File: config.mk
export PLATFORM = sky130hd
export DESIGN_NAME = status_array_sweep
export DESIGN_NICKNAME = d
export VERILOG_FILES = /design/src/rtl/status_array_sweep.sv
export SDC_FILE = /design/constraint.sdc
export NUM_CORES = 1
export LEC_CHECK = 0
export ABC_AREA = 1
export BUFFER_PORTS_ARGS = -buffer_cell sky130_fd_sc_hd__buf_2
export CAP_MARGIN = 25
export CORE_MARGIN = 4
export CORE_UTILIZATION = 60
export CTS_CLUSTER_SIZE = 30
export DETAILED_ROUTE_END_ITERATION = 10
export PLACE_DENSITY = 0.77
export SLEW_MARGIN = 20
export SYNTH_ARGS = -nofsm -noshare
export SYNTH_HDL_FRONTEND = slang
export SYNTH_SLANG_ARGS = --single-unit
export TNS_END_PERCENT = 5
File: constraint.sdc
create_clock -name clk -period 1.87 [get_ports clk]
set_input_delay 0.374 -clock clk [delete_from_list [all_inputs] [get_ports clk]]
set_output_delay 0.374 -clock clk [all_outputs]
set_load 0.05 [all_outputs]
File: src/rtl/status_array_sweep.sv
// Flop-based valid/status array with one registered read port, one masked write
// port and a self-clearing init sweep. Define STATUS_BYPASS_EN for write-first reads.
module status_array_sweep #(
    parameter int unsigned TAG_WIDTH   = 1,
    parameter int unsigned NUM_BLOCKS  = 8,
    parameter int unsigned BLOCK_WIDTH = 1,
    parameter int unsigned DEPTH       = 16,
    parameter int unsigned ADDR_WIDTH  = $clog2(DEPTH)
) (
    input  logic                              clk,
    input  logic                              arst_n,
    input  logic                              i_halt,
    input  logic                              i_init,
    input  logic [TAG_WIDTH-1:0]              i_tag,
    input  logic [ADDR_WIDTH-1:0]             i_r_addr,
    input  logic                              i_r_valid,
    input  logic [ADDR_WIDTH-1:0]             i_w_addr,
    input  logic [NUM_BLOCKS*BLOCK_WIDTH-1:0] i_w_data,
    input  logic [NUM_BLOCKS-1:0]             i_w_wmask,
    input  logic                              i_w_valid,
    output logic [TAG_WIDTH-1:0]              o_tag,
    output logic [NUM_BLOCKS*BLOCK_WIDTH-1:0] o_data,
    output logic                              o_valid,
    output logic                              o_ready,
    output logic                              o_init_busy
);

    localparam int unsigned           ROW_WIDTH = NUM_BLOCKS * BLOCK_WIDTH;
    localparam logic [ADDR_WIDTH-1:0] LAST_ROW  = ADDR_WIDTH'(DEPTH - 1);

    typedef enum logic {
        ST_INIT,
        ST_IDLE
    } state_e;

    state_e                 state_q, state_d;
    logic [ADDR_WIDTH-1:0]  ctr_q, ctr_d;
    logic                   valid_q, valid_d;
    logic [ROW_WIDTH-1:0]   data_q, data_d;
    logic [TAG_WIDTH-1:0]   tag_q, tag_d;

    logic [ROW_WIDTH-1:0]   mem_q [DEPTH];
    logic [ROW_WIDTH-1:0]   mem_d [DEPTH];

    logic                   ready;
    logic                   rd_acc;
    logic                   wr_acc;
    logic [ROW_WIDTH-1:0]   bit_mask;
    logic [ROW_WIDTH-1:0]   wr_merge;
    logic [ROW_WIDTH-1:0]   rd_row;

    assign ready  = ~i_halt & (state_q == ST_IDLE) & ~i_init;
    assign rd_acc = i_r_valid & ready;
    assign wr_acc = i_w_valid & ready;

    always_comb begin
        bit_mask = '0;
        for (int unsigned b = 0; b < NUM_BLOCKS; b++) begin
            bit_mask[b*BLOCK_WIDTH +: BLOCK_WIDTH] = {BLOCK_WIDTH{i_w_wmask[b]}};
        end
    end

    assign wr_merge = (mem_q[i_w_addr] & ~bit_mask) | (i_w_data & bit_mask);

`ifdef STATUS_BYPASS_EN
    assign rd_row = (wr_acc && (i_w_addr == i_r_addr)) ? wr_merge : mem_q[i_r_addr];
`else
    assign rd_row = mem_q[i_r_addr];
`endif

    // Sweep clear and accepted writes can never coincide: writes need IDLE.
    always_comb begin
        for (int unsigned r = 0; r < DEPTH; r++) begin
            mem_d[r] = mem_q[r];
            if (!i_halt && (state_q == ST_INIT) && (ctr_q == ADDR_WIDTH'(r))) begin
                mem_d[r] = '0;
            end else if (wr_acc && (i_w_addr == ADDR_WIDTH'(r))) begin
                mem_d[r] = wr_merge;
            end
        end
    end

    always_comb begin
        state_d = state_q;
        ctr_d   = ctr_q;
        valid_d = valid_q;
        data_d  = data_q;
        tag_d   = tag_q;
        if (!i_halt) begin
            case (state_q)
                ST_INIT: begin
                    if (ctr_q == LAST_ROW) begin
                        state_d = ST_IDLE;
                        ctr_d   = '0;
                    end else begin
                        ctr_d = ctr_q + 1'b1;
                    end
                end
                ST_IDLE: begin
                    if (i_init) begin
                        state_d = ST_INIT;
                        ctr_d   = '0;
                    end
                end
                default: state_d = ST_INIT;
            endcase
            valid_d = rd_acc;
            data_d  = rd_acc ? rd_row : '0;
            tag_d   = rd_acc ? i_tag  : '0;
        end
    end

    always_ff @(posedge clk) begin
        if (!arst_n) begin
            state_q <= ST_INIT;
            ctr_q   <= '0;
            valid_q <= 1'b0;
            data_q  <= '0;
            tag_q   <= '0;
        end else begin
            state_q <= state_d;
            ctr_q   <= ctr_d;
            valid_q <= valid_d;
            data_q  <= data_d;
            tag_q   <= tag_d;
        end
    end

    // Array rows carry no reset; the sweep clears them.
    always_ff @(posedge clk) begin
        mem_q <= mem_d;
    end

    assign o_tag       = tag_q;
    assign o_data      = data_q;
    assign o_valid     = valid_q;
    assign o_ready     = ready;
    assign o_init_busy = (state_q == ST_INIT);

endmodule

Yosys cells after proc, flatten, opt, wreduce, memory -nomap -nowiden
Cells that the tools add are included.
Widths: inputs -> output; s select.
{"block": "totals", "rom_bits": 0, "mem_bits_rw": 0, "latch_bits": 0, "regBits": 143, "mem_count": 0, "out_inout_bits": 12, "inputBits": 31}
{"block": "classes", "magnitude_cmp": 2, "muxes": 14, "reduce_logical": 37, "n_mul": 0, "bitwise_logic": 13, "shifts": 0, "div": 0, "addsub": 1, "n_eq_ne": 31}
{"op": "$bmux 8 s4", "count": 2}
{"op": "$eq 4x4->1 const B", "count": 16}
{"op": "$mux 8", "count": 5}
{"op": "$logic_and 1x1->1", "count": 33}
{"op": "$eq 4x3->1 const B", "count": 8}
{"op": "$and 8x8->8", "count": 2}
{"op": "$eq 4x2->1 const B", "count": 4}
{"op": "$ge 5x5->1 const B", "count": 2}
{"op": "$not 4->5", "count": 2}
{"op": "$eq 4x1->1 const B", "count": 2}
{"op": "$logic_not 4->1", "count": 2}
{"op": "$mux 4", "count": 2}
{"op": "$not 8->8", "count": 1}
{"op": "$or 8x8->8", "count": 1}
{"op": "$pmux 4 s2", "count": 1}
{"op": "$add 4x1->4 const B", "count": 1}
{"op": "$and 1x1->1", "count": 4}
{"op": "$mux 1", "count": 3}
{"op": "$not 1->1", "count": 3}
{"op": "$ne 2x2->1 const B", "count": 1}
{"op": "$pmux 1 s2", "count": 1}
{"op": "$reduce_and 2->1", "count": 1}
{"op": "$logic_not 1->1", "count": 1}

Longest topological paths before layout
{"block": "depth", "ltp_word": 6, "depth_mapped": 13, "mapped_depth_nobuf": 9}

Worst setup path after synthesis
Ideal clock, no wire load.
{"block": "synth_path", "path_type": "reg-to-reg", "from": "register state_q", "to": "register mem_q[21] in the netlist's numbering", "period_less_slack_ns": 1.763, "arrival_time_ns": 1.693, "slack_ns": 0.107, "path_stages_with_launch": 9, "required_ns": 1.800, "cell_sequence": "dfxtp_1 > inv_2 > or2_4 > nor2_8 > nand4_4 > nor2_4 > buf_4 > o21ai_1 > a21oi_1"}
{"block": "synth_between", "elab_cells_between_ends": 7, "cone_classes": "bitwise: 4; reduce/logical: 3"}
{"element": "from (decl)", "line": "36", "text": "state_e state_q, state_d;"}
{"element": "from (signal assigned)", "line": "121", "text": "state_q <= state_d;"}
{"element": "$not 1->1"}
{"element": "net o_init_busy", "line": "25", "text": "output logic o_init_busy"}
{"element": "$logic_and 1x1->1 (2 in series)", "line": "75", "text": "if (!i_halt && (state_q == ST_INIT) && (ctr_q == ADDR_WIDTH'(r))) begin"}
{"element": "to (signal assigned)", "line": "131", "text": "mem_q <= mem_d;"}
{"element": "to (decl)", "line": "42", "text": "logic [ROW_WIDTH-1:0] mem_q [DEPTH];"}
The timed path passes the listed nets, and every way through them passes these cells.
A chain may end at the register's enable or synchronous reset.

Worst setup path in the final report
{"block": "layout_path", "from": "register state_q", "to": "register mem_q[28] in the netlist's numbering"}
{"block": "layout_between", "elab_chain_len": 4, "elab_cells_between_ends": 7, "cone_classes": "bitwise: 4; reduce/logical: 3"}
{"element": "$and 1x1->1 (2 in series)", "line": "52", "text": "assign ready = ~i_halt & (state_q == ST_IDLE) & ~i_init;"}
{"element": "$and 1x1->1", "line": "54", "text": "assign wr_acc = i_w_valid & ready;"}
{"element": "$logic_and 1x1->1", "line": "77", "text": "end else if (wr_acc && (i_w_addr == ADDR_WIDTH'(r))) begin"}
Several ways; a longest one is shown, not always the timed one.

==> results.md <==
- Clock tree skew after final layout: 0.00862 ns
- Post-synthesis compound-gate area fraction: 23.6%
- Total of fill cells in the finished design: 1092
- Final-report hold violation count: 0
- Placeable core region: 13200 sq um
- Initial standard-cell utilization of the core: 61.4%
- Slack of the critical path: 0.0281 ns
- Clk pin slew, worst setup/hold paths: 0.06 ns
- Total of endpoints with negative setup slack in the final report: 0
- Full die area: 15500 sq um
- EDFF count, synth: 0
- Cell taking the most area after synthesis: dfxtp_1
- Classification of the worst setup path: flip-flop to flip-flop
- Beginning of the critical path: state_q
- Critical path fanouts, max: 16
- Total Routing Usage GR: 33.7%
- Max-slew violations: 0
- Sum of routed wire length over all layers: 26.2 mm
- Total placed cells including tap cells: 1421
- Total number of nets in the final design: 1302
- Final GP Congestion: 1.06
- Count of placed standard cells in the final layout, fillers left out: 1456
- Antenna-violating nets left: 0
- Per-cell routed wire length: 18.0 um
- Kind of cell with the highest combined delay on the critical path: simple AND/OR/NAND/NOR gates
- Number of register bits inferred by synthesis: 143
- Highest ir drop seen on vdd: 606 uV
- Detailed-route via count: 8610
- RSZ-0062 raised after global routing: true
- Floorplan die height: 124 um
- Top cells by count, synth: nand2_1 (443), dfxtp_1 (143), o21ai_0 (129)
- Number of port buffers: 42
- Cts bufs inserted: 17
- Synthesized area per cell: 6.72 sq um
- Die X: 124 um
- Number of warnings reported in the yosys synthesis log: 0
- Standard-cell rows: 42
- Latest clock arrival within the worst-skew pair: 0.44 ns
- Initial antenna violation count: 0
- Most frequent cell after synthesis: nand2_1
- Via density: 5.91
- Final min period: 1.84 ns
- Maximum clock insertion buffer count: 2
- Wire length of the first global-routing pass: 41.9 mm
- Relative max-transition margin: 56.5%
- Achievable Freq: 543 MHz
- Worst Tran Pin Value: 0.650 ns
- Largest family of logic cells by synthesized area: simple AND/OR/NAND/NOR gates
- Sum of met3 wire segment lengths after detailed routing: 3.17 mm
- Sink count of the clock tree: 143
- Status: finished clean
- Area used by sequential logic in the layout: 2860 sq um
- Gate count after technology mapping: 1210
- Endpoint arrival time on the critical path: 2.20 ns
- Share of cells above drive strength 1: 16.0%
- Crit path cell chain: inv_2 -> or2_4 -> nor2_8 -> nand4_4 -> nor2_4 -> o21ai_0 -> a21oi_1
- Tcrit/Tclk final: 98.5%
- CP bufs+invs: 1
- Setup slack after placement: -0.149 ns
- IO Pins: 43
- Fraction of synthesized area in multiplexers: 0%
- DRC violations left: 0
- Synth async-reset ratio: 0%
- Area used by multi-input combinational logic: 4550 sq um
- Maximum number of pins on one net before global-route repair: 43
- Type of element launching the critical path: flip-flop
- Prevailing post-synth register cell: dfxtp_1
- Kind of end point of the critical path: flip-flop
- Adder-cell share of the synthesized area: 0.615%
- Number of DRC markers in iteration 0: 1181
- Library cell used as clock root buffer: clkbuf_16
- Area growth, synth to finish: 17.1%
- Routed met2 length: 11.8 mm
- Placed wire-length estimate after detailed placement: 17.7 mm
- Hold Buf Count CTS: 0
- Worst EP required: 2.22 ns
- Congestion Overflow GR: 0
- Met1 layer wirelength in the final routing: 10.1 mm
- Number of nets produced by synthesis: 1245
- Maximum level of the CTS H-tree: 4
- Netlist area before placement: 8130 sq um
- Post-synthesis xor/xnor area fraction: 0.108%
- Highest metal layer with signal wires: met4
- Via count of the first global-routing pass: 7773
- Share of the yosys chip area belonging to registers: 35.2%
- Detailed-router iteration count before antenna repair: 6
- Count of inserted antenna diode cells: 0
- Slowest cell on the critical path: dfxtp_2
- Cell types occupying the most area after synthesis: dfxtp_1 (35%), nand2_1 (20%), o21ai_0 (7.9%)
- Distinct cell type count of the synthesized netlist: 31
- Power density of the placed cells: 802 nW/um^2
- Fraction of the mapped netlist area in simple logic gates: 31.6%
- Fraction of synthesized cell area taken by the top area cell type: 35.2%
- Max Cap Viol: 0
- Worst Min Path Start: i_tag
- Worst min-delay path class: input port to flip-flop
- Max incr delay on CP: 0.36 ns
- Leak Pwr: 4.28 nW
- TritonCTS clock tree: done
- Startpoint of the most critical register-to-register path: state_q
==> per-stage QoR <==
stage / hold WS, ns / total power, mW / utilization, % / TNS (ns) / instance area (sq um)
global route: 0.198 / 7.82 / 71.9 / -0.132 / 9520
floorplan: 0.483 / 3.61 / - / 0 / 8130
global placement: 0.441 / 3.91 / 66.6 / -2.74 / 8830
CTS: 0.177 / 7.63 / 71.5 / -0.0274 / 9470
finish: 0.193 / 7.63 / 71.9 / 0 / 9520
detailed placement: 0.445 / 3.92 / 66.6 / -6.60 / 8830
==> routing by layer <==
| metal | vias to the layer above | track usage [%] |
|---|---|---|
| met1 | 3874 | 45.3 |
| li1 | 4093 | - |
| met4 | 0 | 15.9 |
| met2 | 546 | 52.0 |
| met5 | - | 0 |
| met3 | 97 | 6.78 |
==> cells in the final DEF, fill, tap and decap left out, drive strengths merged, types with 3 or more instances in the layout <==
cell type  netlist  layout
ha               4       4
o21ai          155     155
buf             49     107
nand3           65      65
o211ai          25      25
clkinv           1       3
bufinv           0       5
inv             61      63
dfxtp          143     143
nor2            85      85
nand2          447     447
a21oi          140     140
o21bai           8       8
clkinvlp         0       4
clkbuf          20      19
==> registers in the layout (all words and copies together) (netlist names) <==
| name | count |
|---|---|
| ctr_q | 4 |
| mem_q | 128 |
| o_data | 8 |
| o_tag | 1 |
| o_valid | 1 |
| state_q | 1 |
==> power breakdown <==
part	total (mW)	switching [mW]	internal, mW
combinational	0.790	0.516	0.274
clock	3.75	1.37	2.37
sequential	3.10	0.0246	3.07
==> worst reg2reg max path, stage by stage, from the launching register on <==
cell,delay (ns)
dfxtp_2,0.36
inv_2,0.04
or2_4,0.27
nor2_8,0.14
nand4_4,0.24
nor2_4,0.36
o21ai_0,0.19
a21oi_1,0.18
==> layout make-up <==
| class | instances | share of cell area [%] |
|---|---|---|
| multi-input cells | 936 | 47.8 |
| inverters | 62 | 2.44 |
| well taps | 176 | 2.31 |
| flip-flops and latches | 143 | 30.1 |
| clock buffers | 19 | 4.55 |
| clock inverters | 13 | 2.22 |
| repair buffers | 107 | 10.6 |
==> timing repair <==
| item | 4_1_cts | 5_1_grt |
|---|---|---|
| pin swaps | 0 | 3 |
| setup endpoints to repair | 2 | 64 |
| gates resized for setup | 1 | 4 |
| buffers inserted | 0 | 3 |
==> cell families (layout without fill, tap and decap cells) <==
kind of cell | count (synthesis) | after routing
AND/OR/NAND/NOR | 601 | 601
AO/OA/AOI/OAI | 330 | 330
flip-flops | 143 | 143
buffers and inverters | 131 | 201
adder cells (fa/ha/maj) | 4 | 4
XOR/XNOR | 1 | 1
==> worst paths after layout <==
kind	endpoint	slack, ns	cells after the start
worst min-delay path	o_tag	0.19	3
worst max register to register	mem_q[28]	0.03	7
worst min register to register	o_tag	0.45	2
worst max-delay path	mem_q[28]	0.03	7
Note: power is estimated with default switching activity, not from simulation.
